`src/rtl/uart_rx_pkg.sv`:
```
// Shared types and helpers for the buffered UART receiver.
// Holds the parity mode, the receiver FSM state encoding and the bit-period calculation.
package uart_rx_pkg;

    typedef enum logic [1:0] {
        PAR_NONE,
        PAR_EVEN,
        PAR_ODD
    } parity_t;

    typedef enum logic [2:0] {
        ST_IDLE,
        ST_START,
        ST_DATA,
        ST_PARITY,
        ST_STOP
    } rx_state_t;

    function automatic int bit_cycles(input int clk_hz, input int baud);
        return clk_hz / baud;
    endfunction

endpackage

```
`src/rtl/uart_rx_core.sv`:
```
// Serial receiver: 2-flop synchronizer, frame FSM and deserializer.
// Emits a one-cycle push with the assembled frame after the stop bit sample.
module uart_rx_core
    import uart_rx_pkg::*;
#(
    parameter int      CLK_HZ    = 100_000_000,
    parameter int      BAUD      = 19200,
    parameter int      DATA_BITS = 8,
    parameter parity_t PARITY    = PAR_EVEN
) (
    input  logic                 clk,
    input  logic                 reset,
    input  logic                 rx_in,
    output logic                 busy,
    output logic                 push,
    output logic [DATA_BITS-1:0] data,
    output logic                 perr,
    output logic                 ferr
);

    localparam int BIT_CYCLES = bit_cycles(CLK_HZ, BAUD);
    localparam int CNT_W      = $clog2(BIT_CYCLES);
    localparam int IDX_W      = $clog2(DATA_BITS);
    localparam logic [CNT_W-1:0] HALF_LAST = CNT_W'(BIT_CYCLES / 2 - 1);
    localparam logic [CNT_W-1:0] BIT_LAST  = CNT_W'(BIT_CYCLES - 1);
    localparam logic [IDX_W-1:0] IDX_LAST  = IDX_W'(DATA_BITS - 1);

    rx_state_t            state, state_d;
    logic [CNT_W-1:0]     cnt;
    logic [IDX_W-1:0]     bit_idx;
    logic                 cnt_clr;
    logic                 sample;
    logic                 rx_p0, rx_s, rx_p2;
    logic [DATA_BITS-1:0] shift_p1;
    logic                 perr_p1, ferr_p1, push_p1;

    // stage p0/p1: synchronizer, p2: previous rx_s for falling-edge detect
    always_ff @(posedge clk) begin
        if (reset) begin
            rx_p0 <= 1'b1;
            rx_s  <= 1'b1;
            rx_p2 <= 1'b1;
        end else begin
            rx_p0 <= rx_in;
            rx_s  <= rx_p0;
            rx_p2 <= rx_s;
        end
    end

    always_comb begin
        state_d = state;
        cnt_clr = 1'b0;
        sample  = 1'b0;
        case (state)
            ST_IDLE: begin
                if (rx_p2 && !rx_s) begin
                    state_d = ST_START;
                    cnt_clr = 1'b1;
                end
            end
            ST_START: begin
                if (cnt == HALF_LAST) begin
                    cnt_clr = 1'b1;
                    state_d = rx_s ? ST_IDLE : ST_DATA;
                end
            end
            ST_DATA: begin
                if (cnt == BIT_LAST) begin
                    sample  = 1'b1;
                    cnt_clr = 1'b1;
                    if (bit_idx == IDX_LAST)
                        state_d = (PARITY == PAR_NONE) ? ST_STOP : ST_PARITY;
                end
            end
            ST_PARITY: begin
                if (cnt == BIT_LAST) begin
                    sample  = 1'b1;
                    cnt_clr = 1'b1;
                    state_d = ST_STOP;
                end
            end
            ST_STOP: begin
                if (cnt == BIT_LAST) begin
                    sample  = 1'b1;
                    cnt_clr = 1'b1;
                    state_d = ST_IDLE;
                end
            end
            default: state_d = ST_IDLE;
        endcase
    end

    always_ff @(posedge clk) begin
        if (reset) begin
            state   <= ST_IDLE;
            cnt     <= '0;
            bit_idx <= '0;
            push_p1 <= 1'b0;
        end else begin
            state   <= state_d;
            cnt     <= cnt_clr ? '0 : cnt + 1'b1;
            push_p1 <= (state == ST_STOP) && sample;
            if (state == ST_IDLE)
                bit_idx <= '0;
            else if (state == ST_DATA && sample)
                bit_idx <= bit_idx + 1'b1;
        end
    end

    // stage p1: frame assembly; held until the push drains it
    always_ff @(posedge clk) begin
        if (sample) begin
            case (state)
                ST_DATA:   shift_p1 <= {rx_s, shift_p1[DATA_BITS-1:1]};
                ST_PARITY: perr_p1  <= (^shift_p1) ^ rx_s ^ (PARITY == PAR_ODD);
                ST_STOP:   ferr_p1  <= ~rx_s;
                default:   ;
            endcase
        end
    end

    assign busy = (state != ST_IDLE);
    assign push = push_p1;
    assign data = shift_p1;
    assign perr = (PARITY == PAR_NONE) ? 1'b0 : perr_p1;
    assign ferr = ferr_p1;

endmodule

```
`src/rtl/uart_rx_buffered.sv`:
```
// UART receiver followed by a show-ahead FIFO of received frames.
// Outputs are forced to zero while reset is asserted.
module uart_rx_buffered
    import uart_rx_pkg::*;
#(
    parameter int      CLK_HZ    = 100_000_000,
    parameter int      BAUD      = 19200,
    parameter int      DATA_BITS = 8,
    parameter parity_t PARITY    = PAR_EVEN,
    parameter int      DEPTH     = 8
) (
    input  logic                     clk,
    input  logic                     reset,
    input  logic                     rx_in,
    input  logic                     rd_ready,
    output logic                     rd_valid,
    output logic [DATA_BITS-1:0]     rd_data,
    output logic                     rd_perr,
    output logic                     rd_ferr,
    output logic [$clog2(DEPTH):0]   count,
    output logic                     overflow,
    output logic                     busy
);

    localparam int AW = $clog2(DEPTH);
    localparam int CW = AW + 1;
    localparam int EW = DATA_BITS + 2;

    logic                 core_busy, push, perr, ferr;
    logic [DATA_BITS-1:0] data;
    logic [EW-1:0]        mem [DEPTH];
    logic [AW-1:0]        wr_ptr, rd_ptr;
    logic [CW-1:0]        cnt;
    logic                 ovf;
    logic                 full, nonempty, pop, wr_en;
    logic [EW-1:0]        head;

    uart_rx_core #(
        .CLK_HZ    (CLK_HZ),
        .BAUD      (BAUD),
        .DATA_BITS (DATA_BITS),
        .PARITY    (PARITY)
    ) u_core (
        .clk   (clk),
        .reset (reset),
        .rx_in (rx_in),
        .busy  (core_busy),
        .push  (push),
        .data  (data),
        .perr  (perr),
        .ferr  (ferr)
    );

    assign full     = (cnt == CW'(DEPTH));
    assign nonempty = (cnt != '0);
    assign pop      = nonempty && rd_ready;
    // a full FIFO still accepts a push when the head leaves in the same cycle
    assign wr_en    = push && (!full || pop);

    always_ff @(posedge clk) begin
        if (reset) begin
            wr_ptr <= '0;
            rd_ptr <= '0;
            cnt    <= '0;
            ovf    <= 1'b0;
        end else begin
            if (wr_en)
                wr_ptr <= wr_ptr + 1'b1;
            if (pop)
                rd_ptr <= rd_ptr + 1'b1;
            cnt <= cnt + CW'(wr_en) - CW'(pop);
            if (push && full && !pop)
                ovf <= 1'b1;
        end
    end

    always_ff @(posedge clk) begin
        if (wr_en)
            mem[wr_ptr] <= {ferr, perr, data};
    end

    assign head     = mem[rd_ptr];
    assign rd_valid = !reset && nonempty;
    assign rd_data  = rd_valid ? head[DATA_BITS-1:0] : '0;
    assign rd_perr  = rd_valid && head[DATA_BITS];
    assign rd_ferr  = rd_valid && head[DATA_BITS+1];
    assign count    = reset ? '0 : cnt;
    assign overflow = !reset && ovf;
    assign busy     = !reset && core_busy;

endmodule
```
`config.mk`:
```
export PLATFORM = sky130hd
export DESIGN_NAME = uart_rx_buffered
export DESIGN_NICKNAME = d
export VERILOG_FILES = /design/src/rtl/uart_rx_pkg.sv /design/src/rtl/uart_rx_core.sv /design/src/rtl/uart_rx_buffered.sv
export SDC_FILE = /design/constraint.sdc
export NUM_CORES = 1
export LEC_CHECK = 0
export BUFFER_PORTS_ARGS = -buffer_cell sky130_fd_sc_hd__buf_2
export CAP_MARGIN = 0
export CORE_ASPECT_RATIO = 0.5
export CORE_MARGIN = 4
export CORE_UTILIZATION = 55
export DETAILED_ROUTE_END_ITERATION = 10
export PLACE_DENSITY_LB_ADDON = 0.05
export SYNTH_ARGS = -nofsm -noshare
export SYNTH_HDL_FRONTEND = slang
export SYNTH_SLANG_ARGS = --single-unit
```
`constraint.sdc`:
```
create_clock -name clk -period 2.5 [get_ports clk]
set_clock_uncertainty 0.1 [all_clocks]
set_input_delay 0.375 -clock clk [delete_from_list [all_inputs] [get_ports clk]]
set_output_delay 0.375 -clock clk [all_outputs]
set_load 0.005 [all_outputs]
```
# Word-level counts from Yosys, hierarchy flattened
# Memories as Yosys holds them, arrays and structs flattened. A register that Yosys moved wholly into a read port is not among the register bits.
# Index checks and enable logic that the tools add are counted.
# word_totals
input_bits,4
wordCells,84
mem_bits_rw,80
output_inout_bits,17
mem_count,1
regBits,44
# classes
add_sub_neg,6
muxes,19
reduce_logical,28
bitwise,2
eq_ne,14
# mem_list
name,depth,width,rd,rd_clocked_by_memory_dff,write_ports,line,rtl
mem,8,10,1,1,1,uart_rx_buffered.sv:31,logic [EW-1:0] mem [DEPTH];
# op_table
cell,count
2-to-1 mux 3 bit,8
one-hot mux 3 bit (5 select lines),1
adder 13 x 1 -> 13 bit (second input constant),1
equality test 13 x 12 -> 1 bit (second input constant),1
equality test 13 bit (second input constant),1
logical AND 1 bit,12
!= test 2 x 1 -> 1 bit (second input constant),6
adder 3 x 1 -> 3 bit (second input constant),3
2-to-1 mux 8 bit,1
XOR reduction 8 bit,1
equality test 3 x 2 -> 1 bit (second input constant),2
equality test 3 bit (second input constant),2
2-to-1 mux 1 bit,6
AND reduction 2 bit,3
AND reduction 6 bit,1
adder 4 x 1 -> 4 bit,1
equality test 4 bit (second input constant),1
zero test 1 bit,4
2-to-1 mux 4 bit,1
nonzero test 4 bit,1
OR reduction 2 bit,2
subtractor 4 x 1 -> 4 bit,1
equality test 3 x 1 -> 1 bit (second input constant),1
zero test 3 bit,1
7 further kinds,7

# Depth between registers and ports, before layout
# Gate-level depths: netlist of run 1.
# logic_depth
depth_word,6
depth_mapped,10
depth_no_buf,10

# Modules after synthesis
# Synthesis of run 1 repeated with hierarchy kept, for this count alone.
# unflattened
hier_cells,352
hier_area_um2,5401.4
# by_module_without_submodules
module,cells_per_inst,n_inst,seq_area_each_um2,area_each_um2
uart_rx_buffered,210,1,2682.6,3828.7
uart_rx_core,142,1,760.7,1572.8

# Least setup slack after synthesis of run 1
# No wires, ideal clock.
# synth_path
kind,register to register
from,register u_core.cnt[0]
to,"register u_core.shift_p1[0], in the netlist u_core.data[0], enable pin"
required_ns,2.017
synth_period_minus_slack_ns,2.408
n_path_buf,0
stages_incl_launch_ff,6
slack_ns,0.092
setup_time_ns,0.383
arrival_time_ns,1.925
cell_sequence,dfxtp_1 -> ha_1 -> nand2_1 -> nor4_1 -> nand2_1 -> nor3_1
# synth_via
elab_chain_len,4
# synth_lines
element,line,rtl
"start, declared",uart_rx_core.sv:29,logic [CNT_W-1:0] cnt;
"start signal, assigned",uart_rx_core.sv:101,cnt <= cnt_clr ? '0 : cnt + 1'b1;
equality test 13 bit,"uart_rx_core.sv:68, uart_rx_core.sv:76, uart_rx_core.sv:83",
2-to-1 mux 1 bit,"uart_rx_core.sv:68, uart_rx_core.sv:76, uart_rx_core.sv:83",
2-to-1 mux 1 bit,-,
AND reduction 2 bit (no source line),-,
"end signal, assigned",uart_rx_core.sv:114,"ST_DATA: shift_p1 <= {rx_s, shift_p1[DATA_BITS-1:1]};"
"end, declared",uart_rx_core.sv:34,logic [DATA_BITS-1:0] shift_p1;
# No other way between the ends.
# A chain may end at the register's enable or synchronous reset.

# Worst setup path after layout of run 1
# layout_path
from,register cnt[2]
to,output rd_ferr
# layout_via
elab_chain_len,3
# layout_lines
element,line,rtl
"start, declared",uart_rx_buffered.sv:33,logic [CW-1:0] cnt;
"start signal, assigned",uart_rx_buffered.sv:71,cnt <= cnt + CW'(wr_en) - CW'(pop);
nonzero test 4 bit,uart_rx_buffered.sv:55,assign nonempty = (cnt != '0);
logical AND 1 bit,uart_rx_buffered.sv:83,assign rd_valid = !reset && nonempty;
logical AND 1 bit,uart_rx_buffered.sv:86,assign rd_ferr = rd_valid && head[DATA_BITS+1];
"end, declared",uart_rx_buffered.sv:19,"output logic rd_ferr,"
# No other way between the ends.

==> results.json, run 1 <==
{
  "status": "finished clean",
  "yosysUniqueCellTypes": 52,
  "leakagePower_nw": 2.16,
  "hp-class": "input pin to register",
  "die_w_um": 147,
  "synth_area_leaders": "edfxtp_1 51%, dfxtp_1 14%, mux4_2 8.5%",
  "antenna_found_initial": 0,
  "clock.fmax_mhz": 428,
  "ctsResizeCount": 0,
  "cts_tree": "yes",
  "wl_per_cell_um": 18.6,
  "start_kind": "register",
  "powerDensity_nw_per_um2": 957,
  "period_needed_ns": 2.33,
  "worstPathArrival_ns": 1.86,
  "path_max_fanout": 11,
  "clock_tree.root_cell": "clkbuf_16",
  "clock_latency_ns": 0.41,
  "relSlewSlack_pct": 52.8,
  "ys_seq_elements": 127,
  "gp_congestion": 0.813,
  "io_buffers": 20,
  "drt_first_pass_iters": 4,
  "yosysTopAreaCell": "edfxtp_1",
  "pre_cts_ws_ns": 0.00246,
  "cts_buffer_depth": 2,
  "cp-end-kind": "output pin",
  "max_cap_viol_count": 0,
  "synth_fp_nets": 368,
  "finalSetupViolCount": 0,
  "max_stage_delay_ns": 0.40,
  "clock_sinks": 127,
  "grt.total_usage_pct": 19.0,
  "grt_overflow": 0,
  "numCtsBuffers": 17,
  "fin_crit_sh_pct": 93.4,
  "die_y_um": 77.4,
  "htreeDepth": 4,
  "coreArea_um2": 9040,
  "grt_max_degree": 21,
  "vias": 3006,
  "grt_pass1_vias": 3084,
  "slew_violations": 0,
  "drc": 0,
  "synth_top_area_share_pct": 51.1,
  "synth_seq_area_share_pct": 65.1,
  "post_cts_buffers": 0,
  "final-hold-violation-count": 0,
  "cp_num_buf_inv": 3,
  "rows": 24,
  "initialDrtViolationCount": 218,
  "dp_hpwl_mm": 6.30,
  "die_area_um2": 11400,
  "start_util_pct": 58.6,
  "syn_area_um2": 5290,
  "required_ns": 2.03,
  "pin_count": 21,
  "fillers": 592,
  "setup_tns_ns": 0,
  "critPathKind": "register to output pin",
  "fin_hold_ws_ns": 0.0486,
  "slowest_stage": "or3b_4",
  "vdd_drop_max_v": 0.000527,
  "crit_family": "simple AND/OR/NAND/NOR gates",
  "worstPathCellList": "inv_2 -> ha_1 -> or3b_4 -> nand2_1 -> buf_6 -> nor2_1 -> buf_2",
  "synth_cells": 353,
  "multi_input_area_um2": 1760,
  "postRouteAntennaNets": 0,
  "clkTransAtPathRegs_ns": 0.05,
  "n_antenna_cell": 0,
  "register_area_um2": 3440,
  "setup_ws_ns": 0.165,
  "nNetsFinal": 409,
  "ctsHoldBuffers": 0,
  "drive_gt1_share_pct": 27.5,
  "synth_warnings": 0,
  "viasPerCell": 5.60,
  "syn_avg_cell_area_um2": 15.0,
  "rsz0062_at_grt": "no",
  "wl_mm": 10.0,
  "tightest_slew_ns": 0.707,
  "syn_to_final_growth_pct": 18.7,
  "grt_pass1_wl_mm": 16.3
}
[worst register-to-register path, delay by kind of cell, from the launching register on]
kind | cells | cell delay, ns
buffers and inverters | 3 | 0.30
and+or+nand+nor | 2 | 0.51
AOI/OAI and AO/OA | 1 | 0.18
adders and majority gates | 3 | 0.78
muxes | 1 | 0.07
DFF | 1 | 0.30
[metal layers]
metal  track usage, %  up-vias  share of wire (%)
li1                 -     1415                  -
met1             25.4     1502                 46
met2             30.3       78                 48
met3             5.36       11                5.1
met4             6.85        0               0.98
met5                0        -                  0
[through the flow]
stage | total power, mW | cells | utilization, % | instance area (um2)
floorplan | 3.15 | 353 | - | 5290
global placement | 3.39 | 505 | 62.3 | 5630
detailed placement | 3.43 | 505 | 62.3 | 5630
CTS | 6.05 | 537 | 69.3 | 6260
global route | 6.29 | 537 | 69.5 | 6280
finish | 6.01 | 537 | 69.5 | 6280
[logic make-up (layout without fill, tap and decap cells)]
kind of cell	Yosys count	in the layout	share of synthesized area, %
adders and majority gates	11	11	2.74
muxes	34	34	11.2
buffers and inverters	26	80	2.03
and+or+nand+nor	97	97	10.0
DFF	127	127	65.1
AOI/OAI and AO/OA	33	33	4.85
xor gates and xnor gates	25	25	4.14
[final timing paths]
path                                              start                 endpoint  slack, ns  cells after the start
worst min register to register  u_core.rx_p0$_SDFF_PP1_   u_core.rx_s$_SDFF_PP1_       0.32                      1
worst max-delay path                  cnt[2]$_SDFF_PP0_                  rd_ferr       0.17                      7
worst min-delay path                              rx_in  u_core.rx_p0$_SDFF_PP1_       0.05                      2
worst max register to register        cnt[2]$_SDFF_PP0_        cnt[1]$_SDFF_PP0_       0.19                     10
[state kept, by name, indices dropped and copies added, names as in the netlist, 3 cells and up, named ones only]
register	flops
mem	80
wr_ptr	3
cnt	4
u_core.data	8
rd_ptr	3
u_core.bit_idx	3
u_core.cnt	13
u_core.state	3
[cells in the final DEF (no fill, tap or decap), types with 3 or more instances in the layout]
master     Yosys  layout
a21oi_1        6       6
clkbuf_16      0      17
a21oi_2       10      10
nand3_1        7       7
nor2_2         0       5
nand2_1       11      11
nor3_1         5       5
dfxtp_1       37      37
ha_1          10      10
o211ai_1       3       3
buf_4          0      15
edfxtp_1      90      90
nand2b_1       3       3
nor2_1        34      29
clkinv_4       0       3
mux2i_1       14      14
and3_1         3       3
nand4bb_1      4       4
inv_1         10       9
mux4_2        20      20
xnor2_1       15      15
bufinv_16      0       4
xor2_1        10      10
buf_2          2      20
or2_1          6       6
inv_6          0       3
nor2b_1        6       6
[cell type report]
class | instances | share of cell area, %
Tap cell | 130 | 2.59
Clock inverter | 15 | 3.33
Timing Repair Buffer | 37 | 3.88
Sequential cell | 127 | 54.8
Clock buffer | 17 | 6.77
Multi-Input combinational cell | 200 | 28.0
Inverter | 11 | 0.657
[Yosys cell counts, drive strengths merged]
cell,instances
clkbuf,11
nand2,11
a31oi,1
a21o,1
nor3,5
o21bai,1
nand4b,1
fa,1
o211ai,4
nand3,7
mux2i,14
nand4bb,4
o22a,1
o221a,1
nor3b,2
a41oi,1
a31o,1
inv,11
nand4,2
and4,1
xnor2,15
or2,8
nor4,2
o31ai,1
nor2,34
dfxtp,37
a21oi,16
a21boi,1
nor2b,6
edfxtp,90
or4,2
xor2,10
ha,10
a22oi,1
and3,3
o21ai,1
buf,4
or4b,1
o221ai,1
and2,2
or3b,3
mux4,20
a311oi,1
nand2b,3
[power by group]
group	internal, mW	switching [mW]
sequential	2.30	0.0742
clock	1.68	0.922
combinational	0.545	0.487
total	4.53	1.48
No activity file was read; power rests on OpenSTA's default activity.
==> run 2, diff against run 1 <==
--- a/config.mk
+++ b/config.mk
@@ -6,12 +6,13 @@
 export NUM_CORES = 1
 export LEC_CHECK = 0
 export BUFFER_PORTS_ARGS = -buffer_cell sky130_fd_sc_hd__buf_2
-export CAP_MARGIN = 0
+export CAP_MARGIN = 15
 export CORE_ASPECT_RATIO = 0.5
 export CORE_MARGIN = 4
 export CORE_UTILIZATION = 55
 export DETAILED_ROUTE_END_ITERATION = 10
 export PLACE_DENSITY_LB_ADDON = 0.05
+export REMOVE_ABC_BUFFERS = 1
 export SYNTH_ARGS = -nofsm -noshare
 export SYNTH_HDL_FRONTEND = slang
 export SYNTH_SLANG_ARGS = --single-unit
==> run 2 against run 1 <==
  * Global-route usage fell by 0.25 points
  * Power shrank 2.2%
  * Sequential share of layout area is 0.23 points higher
  * Critical path type is now register to register
  * Largest cell class unchanged
  * Combinational power about the same
  * Via count down 1.1%
  * Die area unchanged
  * Core utilization shrank 0.29 points
  * Critical path depth rose by 3
  * Clock power decreased by 5%
  * Setup slack got worse by 0.019 ns
==> results.json, run 2 (synthesized netlist as in run 1, its figures left out) <==
{
  "min_from": "rx_in",
  "gp_congestion": 0.850,
  "worstPathArrival_ns": 2.55,
  "vdd_drop_max_v": 0.000658,
  "status": "finished clean",
  "antenna_found_initial": 0,
  "cts_tree": "yes",
  "wl_mm": 9.76,
  "vias": 2973,
  "clock.fmax_mhz": 425,
  "setup_tns_ns": 0,
  "period_needed_ns": 2.35,
  "final-hold-violation-count": 0,
  "syn_to_final_growth_pct": 18.2,
  "start_util_pct": 58.6,
  "grt_pass1_wl_mm": 16.2,
  "fin_hold_ws_ns": 0.0476,
  "cp-end-kind": "register",
  "io_buffers": 20,
  "nNetsFinal": 411,
  "rsz0062_at_grt": "yes",
  "required_ns": 2.70,
  "start_kind": "register",
  "timing.rr.start": "cnt[3]$_SDFF_PP0_",
  "pin_count": 21,
  "tightest_slew_ns": 0.604,
  "critPathKind": "register to register",
  "die_y_um": 77.4,
  "slowest_stage": "or3b_4",
  "coreArea_um2": 9040,
  "fin_util_pct": 69.2,
  "leakagePower_nw": 2.15,
  "post_cts_buffers": 0,
  "viasPerCell": 5.52,
  "initialDrtViolationCount": 208,
  "powerDensity_nw_per_um2": 940,
  "die_area_um2": 11400,
  "numCtsBuffers": 17,
  "layout_commonest_cell": "edfxtp_1",
  "slew_violations": 0,
  "htreeDepth": 4,
  "n_antenna_cell": 0,
  "drt_first_pass_iters": 4,
  "path_max_fanout": 5,
  "drc": 0,
  "grt_max_degree": 21,
  "clkTransAtPathRegs_ns": 0.05,
  "grt_pass1_vias": 3082,
  "drive_gt1_share_pct": 26.9,
  "dp_hpwl_mm": 6.04,
  "worstPathCellList": "inv_1 -> ha_1 -> or3b_4 -> nand2_2 -> mux2i_1 -> ha_1 -> inv_1 -> fa_1 -> xor2_1 -> nor2_1",
  "rows": 24,
  "max_stage_delay_ns": 0.41,
  "final_cell_mix": "90 x edfxtp_1, 37 x dfxtp_1, 31 x nor2_1, 20 x mux4_2, 20 x buf_2",
  "clock_latency_ns": 0.41,
  "regMostFlops": "mem",
  "clock_tree.root_cell": "clkbuf_16",
  "finalSetupViolCount": 0,
  "relSlewSlack_pct": 59.7,
  "hp-class": "input pin to register",
  "crit_family": "adder cells",
  "grt.total_usage_pct": 18.8,
  "fin_crit_sh_pct": 94.2,
  "cts_buffer_depth": 2,
  "startpoint": "cnt[3]$_SDFF_PP0_",
  "grt_overflow": 0,
  "largest_reg_flops": 80,
  "die_w_um": 147,
  "clock_sinks": 127,
  "postRouteAntennaNets": 0,
  "wl_per_cell_um": 18.1,
  "cp_num_buf_inv": 2,
  "max_cap_viol_count": 0
}
-- run 2: changes by cell type in the layout (fill, tap and decap cells not counted), sizes merged --
cell,change
bufinv,-1
clkinv,+2
buf,+2
clkbuf,+1
inv,-2
-- run 2: final timing paths --
check	cells past startpoint	endpoint	slack [ns]
hold / removal	2	u_core.rx_p0$_SDFF_PP1_	0.05
setup reg to reg	10	cnt[2]$_SDFF_PP0_	0.15
setup / recovery	10	cnt[2]$_SDFF_PP0_	0.15
hold reg to reg	1	u_core.rx_s$_SDFF_PP1_	0.32
-- run 2: area by class of cell --
class | count | area (um2)
timing repair buffer | 39 | 259
tap | 130 | 163
sequential | 127 | 3440
clock buffer | 18 | 429
multi-input combinational | 200 | 1750
fill | 622 | 2780
clock inverter | 14 | 166
inverter | 11 | 41.3
-- run 2: routing by layer --
| metal | share of wire, % | track usage (%) | vias up |
|---|---|---|---|
| met2 | 47 | 29.5 | 70 |
| met4 | 1.4 | 7.79 | 0 |
| met5 | 0 | 0 | - |
| met3 | 5.9 | 4.77 | 16 |
| li1 | - | - | 1418 |
| met1 | 46 | 25.3 | 1469 |
-- run 2: per-stage QoR --
step | instances | area, um2 | setup slack (ns) | power, mW
floorplan | 338 | 5230 | 0.0918 | 3.12
global placement | 507 | 5640 | 0.130 | 3.40
detailed placement | 507 | 5640 | 0.0351 | 3.43
CTS | 539 | 6240 | 0.0164 | 5.90
global route | 539 | 6260 | -0.00694 | 6.15
finish | 539 | 6260 | 0.146 | 5.88
-- run 2: power breakdown --
| group | internal, mW | switching (mW) |
|---|---|---|
| registers | 2.30 | 0.0743 |
| clock network | 1.57 | 0.910 |
| logic | 0.548 | 0.482 |
| total | 4.41 | 1.47 |
-- run 2: what timing repair did --
action | CTS | global route
setup endpoints to repair | 0 | 42
hold buffers | 0 | 0
resized for setup | 0 | 7
==> run 3, diff against run 2 <==
--- a/config.mk
+++ b/config.mk
@@ -8,10 +8,10 @@
 export BUFFER_PORTS_ARGS = -buffer_cell sky130_fd_sc_hd__buf_2
 export CAP_MARGIN = 15
 export CORE_ASPECT_RATIO = 0.5
-export CORE_MARGIN = 4
+export CORE_MARGIN = 8
 export CORE_UTILIZATION = 55
 export DETAILED_ROUTE_END_ITERATION = 10
-export PLACE_DENSITY_LB_ADDON = 0.05
+export PLACE_DENSITY = 0.77
 export REMOVE_ABC_BUFFERS = 1
 export SYNTH_ARGS = -nofsm -noshare
 export SYNTH_HDL_FRONTEND = slang
==> constraint.sdc (replaced) <==
create_clock -name clk -period 2.5 [get_ports clk]
set_clock_uncertainty 0.1 [all_clocks]
set_input_delay 0.375 -clock clk [delete_from_list [all_inputs] [get_ports clk]]
set_output_delay 0.375 -clock clk [all_outputs]
set_load 0.1 [all_outputs]
==> run 3 against run 2 <==
  * Via count increased by 6.2%
  * Worst hold slack improved by 0.0062 ns
  * Register-to-register slack got worse by 0.03 ns
  * Power increased by 17%
==> results.json, run 3 (synthesized netlist as in run 1, its figures left out) <==
{
  "grt.total_usage_pct": 18.1,
  "pin_count": 21,
  "htreeDepth": 4,
  "io_buffers": 20,
  "period_needed_ns": 2.43,
  "relSlewSlack_pct": 50.9,
  "antenna_found_initial": 0,
  "status": "finished clean",
  "slowest_stage": "mux4_2",
  "gp_congestion": 0.865,
  "die_area_um2": 13200,
  "post_cts_buffers": 0,
  "dr_wl_met2_mm": 5.46,
  "powerDensity_nw_per_um2": 1080,
  "fin_hold_ws_ns": 0.0538,
  "pre_cts_ws_ns": 0.0421,
  "syn_to_final_growth_pct": 20.9,
  "tightest_slew_ns": 0.736,
  "max_stage_delay_ns": 0.54,
  "path_max_fanout": 10,
  "drive_gt1_share_pct": 28.3,
  "largest_reg_flops": 80,
  "rsz0062_at_grt": "yes",
  "top_layer_used": "met4",
  "required_ns": 2.03,
  "grt_max_degree": 21,
  "slew_violations": 0,
  "vdd_drop_max_v": 0.000658,
  "instances_no_fill": 528,
  "vias": 3158,
  "start_kind": "register",
  "grt_pass1_vias": 3179,
  "numCtsBuffers": 17,
  "initialDrtViolationCount": 270,
  "n_antenna_cell": 0,
  "wl_mm": 11.4,
  "worstPathArrival_ns": 1.96,
  "dp_hpwl_mm": 6.55,
  "clkTransAtPathRegs_ns": 0.05,
  "final_cell_mix": "90 x edfxtp_1, 36 x dfxtp_1, 28 x nor2_1, 20 x mux4_2, 17 x clkbuf_16",
  "wl_met1_mm": 4.92,
  "viasPerCell": 5.98,
  "grt_overflow": 0,
  "drt_first_pass_iters": 4,
  "totalPowerFinal_mw": 6.89,
  "dp.cells": 494,
  "grt_pass1_wl_mm": 17.7,
  "final-hold-violation-count": 0,
  "clock_sinks": 127,
  "fin_crit_sh_pct": 97.3,
  "max_cap_viol_count": 0,
  "critPathKind": "register to output pin",
  "cp-end-kind": "output pin",
  "layout_commonest_cell": "edfxtp_1",
  "start_util_pct": 56.4,
  "setup_ws_ns": 0.0668,
  "die_y_um": 85.4,
  "worstPathCellList": "buf_12 -> mux4_2 -> mux2i_1 -> nor2_1 -> buf_6",
  "drc": 0,
  "postRouteAntennaNets": 0,
  "coreArea_um2": 9380,
  "regMostFlops": "mem",
  "clock.fmax_mhz": 411,
  "hp-class": "input pin to register",
  "clock_latency_ns": 0.41,
  "finalSetupViolCount": 0,
  "clock_tree.root_cell": "clkbuf_16",
  "leakagePower_nw": 2.18,
  "wl_per_cell_um": 21.6,
  "cts_tree": "yes",
  "rows": 25,
  "ctsHoldBuffers": 0,
  "die_w_um": 155,
  "met3WireLength_um": 845,
  "nNetsFinal": 409,
  "cts_buffer_depth": 2
}
==> run 3: layer usage <==
layer  vias to the layer above  GRT usage (%)
met5                         -              0
met4                         0           7.86
met3                        19           5.68
met2                       154           29.4
met1                      1567           22.1
li1                       1418              -
==> run 3: area by class of cell <==
| class | count | area, um2 |
|---|---|---|
| clock buffer | 20 | 447 |
| clock inverter | 12 | 208 |
| fill | 592 | 2980 |
| inverter | 11 | 41.3 |
| multi-input combinational | 200 | 1770 |
| sequential | 127 | 3450 |
| tap | 121 | 151 |
| timing repair buffer | 37 | 333 |
==> run 3: timing repair <==
action / CTS / global route
gates resized for setup: 20 / 19
setup endpoints to repair: 51 / 24
cloned: 1 / 1
pin swaps: 0 / 1
==> run 3: path summary, 6_finish.rpt <==
kind	start	end	slack [ns]	cells after the start
worst min register to register	u_core.rx_p0$_SDFF_PP1_	u_core.rx_s$_SDFF_PP1_	0.30	1
worst min-delay path	rx_in	u_core.rx_p0$_SDFF_PP1_	0.05	2
worst max-delay path	register	rd_ferr	0.07	5
worst max register to register	cnt[3]$_SDFF_PP0_	mem[0][1]$_DFFE_PP_	0.12	8
==> run 3: where the power goes <==
group          switching, mW  total (mW)  leakage, nW  internal [mW]
clock                  0.911        2.72        0.308           1.81
sequential            0.0950        2.40         1.11           2.30
combinational           1.11        1.77        0.763          0.662
total                   2.12        6.89         2.18           4.77
==> run 3: metrics by stage <==
step,instance area [um2],utilization [%],TNS [ns]
floorplan,5230,-,-6.94
global placement,5600,59.7,0
detailed placement,5600,59.7,0
CTS,6330,67.5,0
global route,6400,68.2,-0.0458
finish,6400,68.2,0
==> run 3: critical path: cells and delay by family (launching register included) <==
family / cells / cell delay [ns]
simple gates: 1 / 0.08
buf+inv: 2 / 0.36
mux: 2 / 0.72
flops: 1 / 0.40
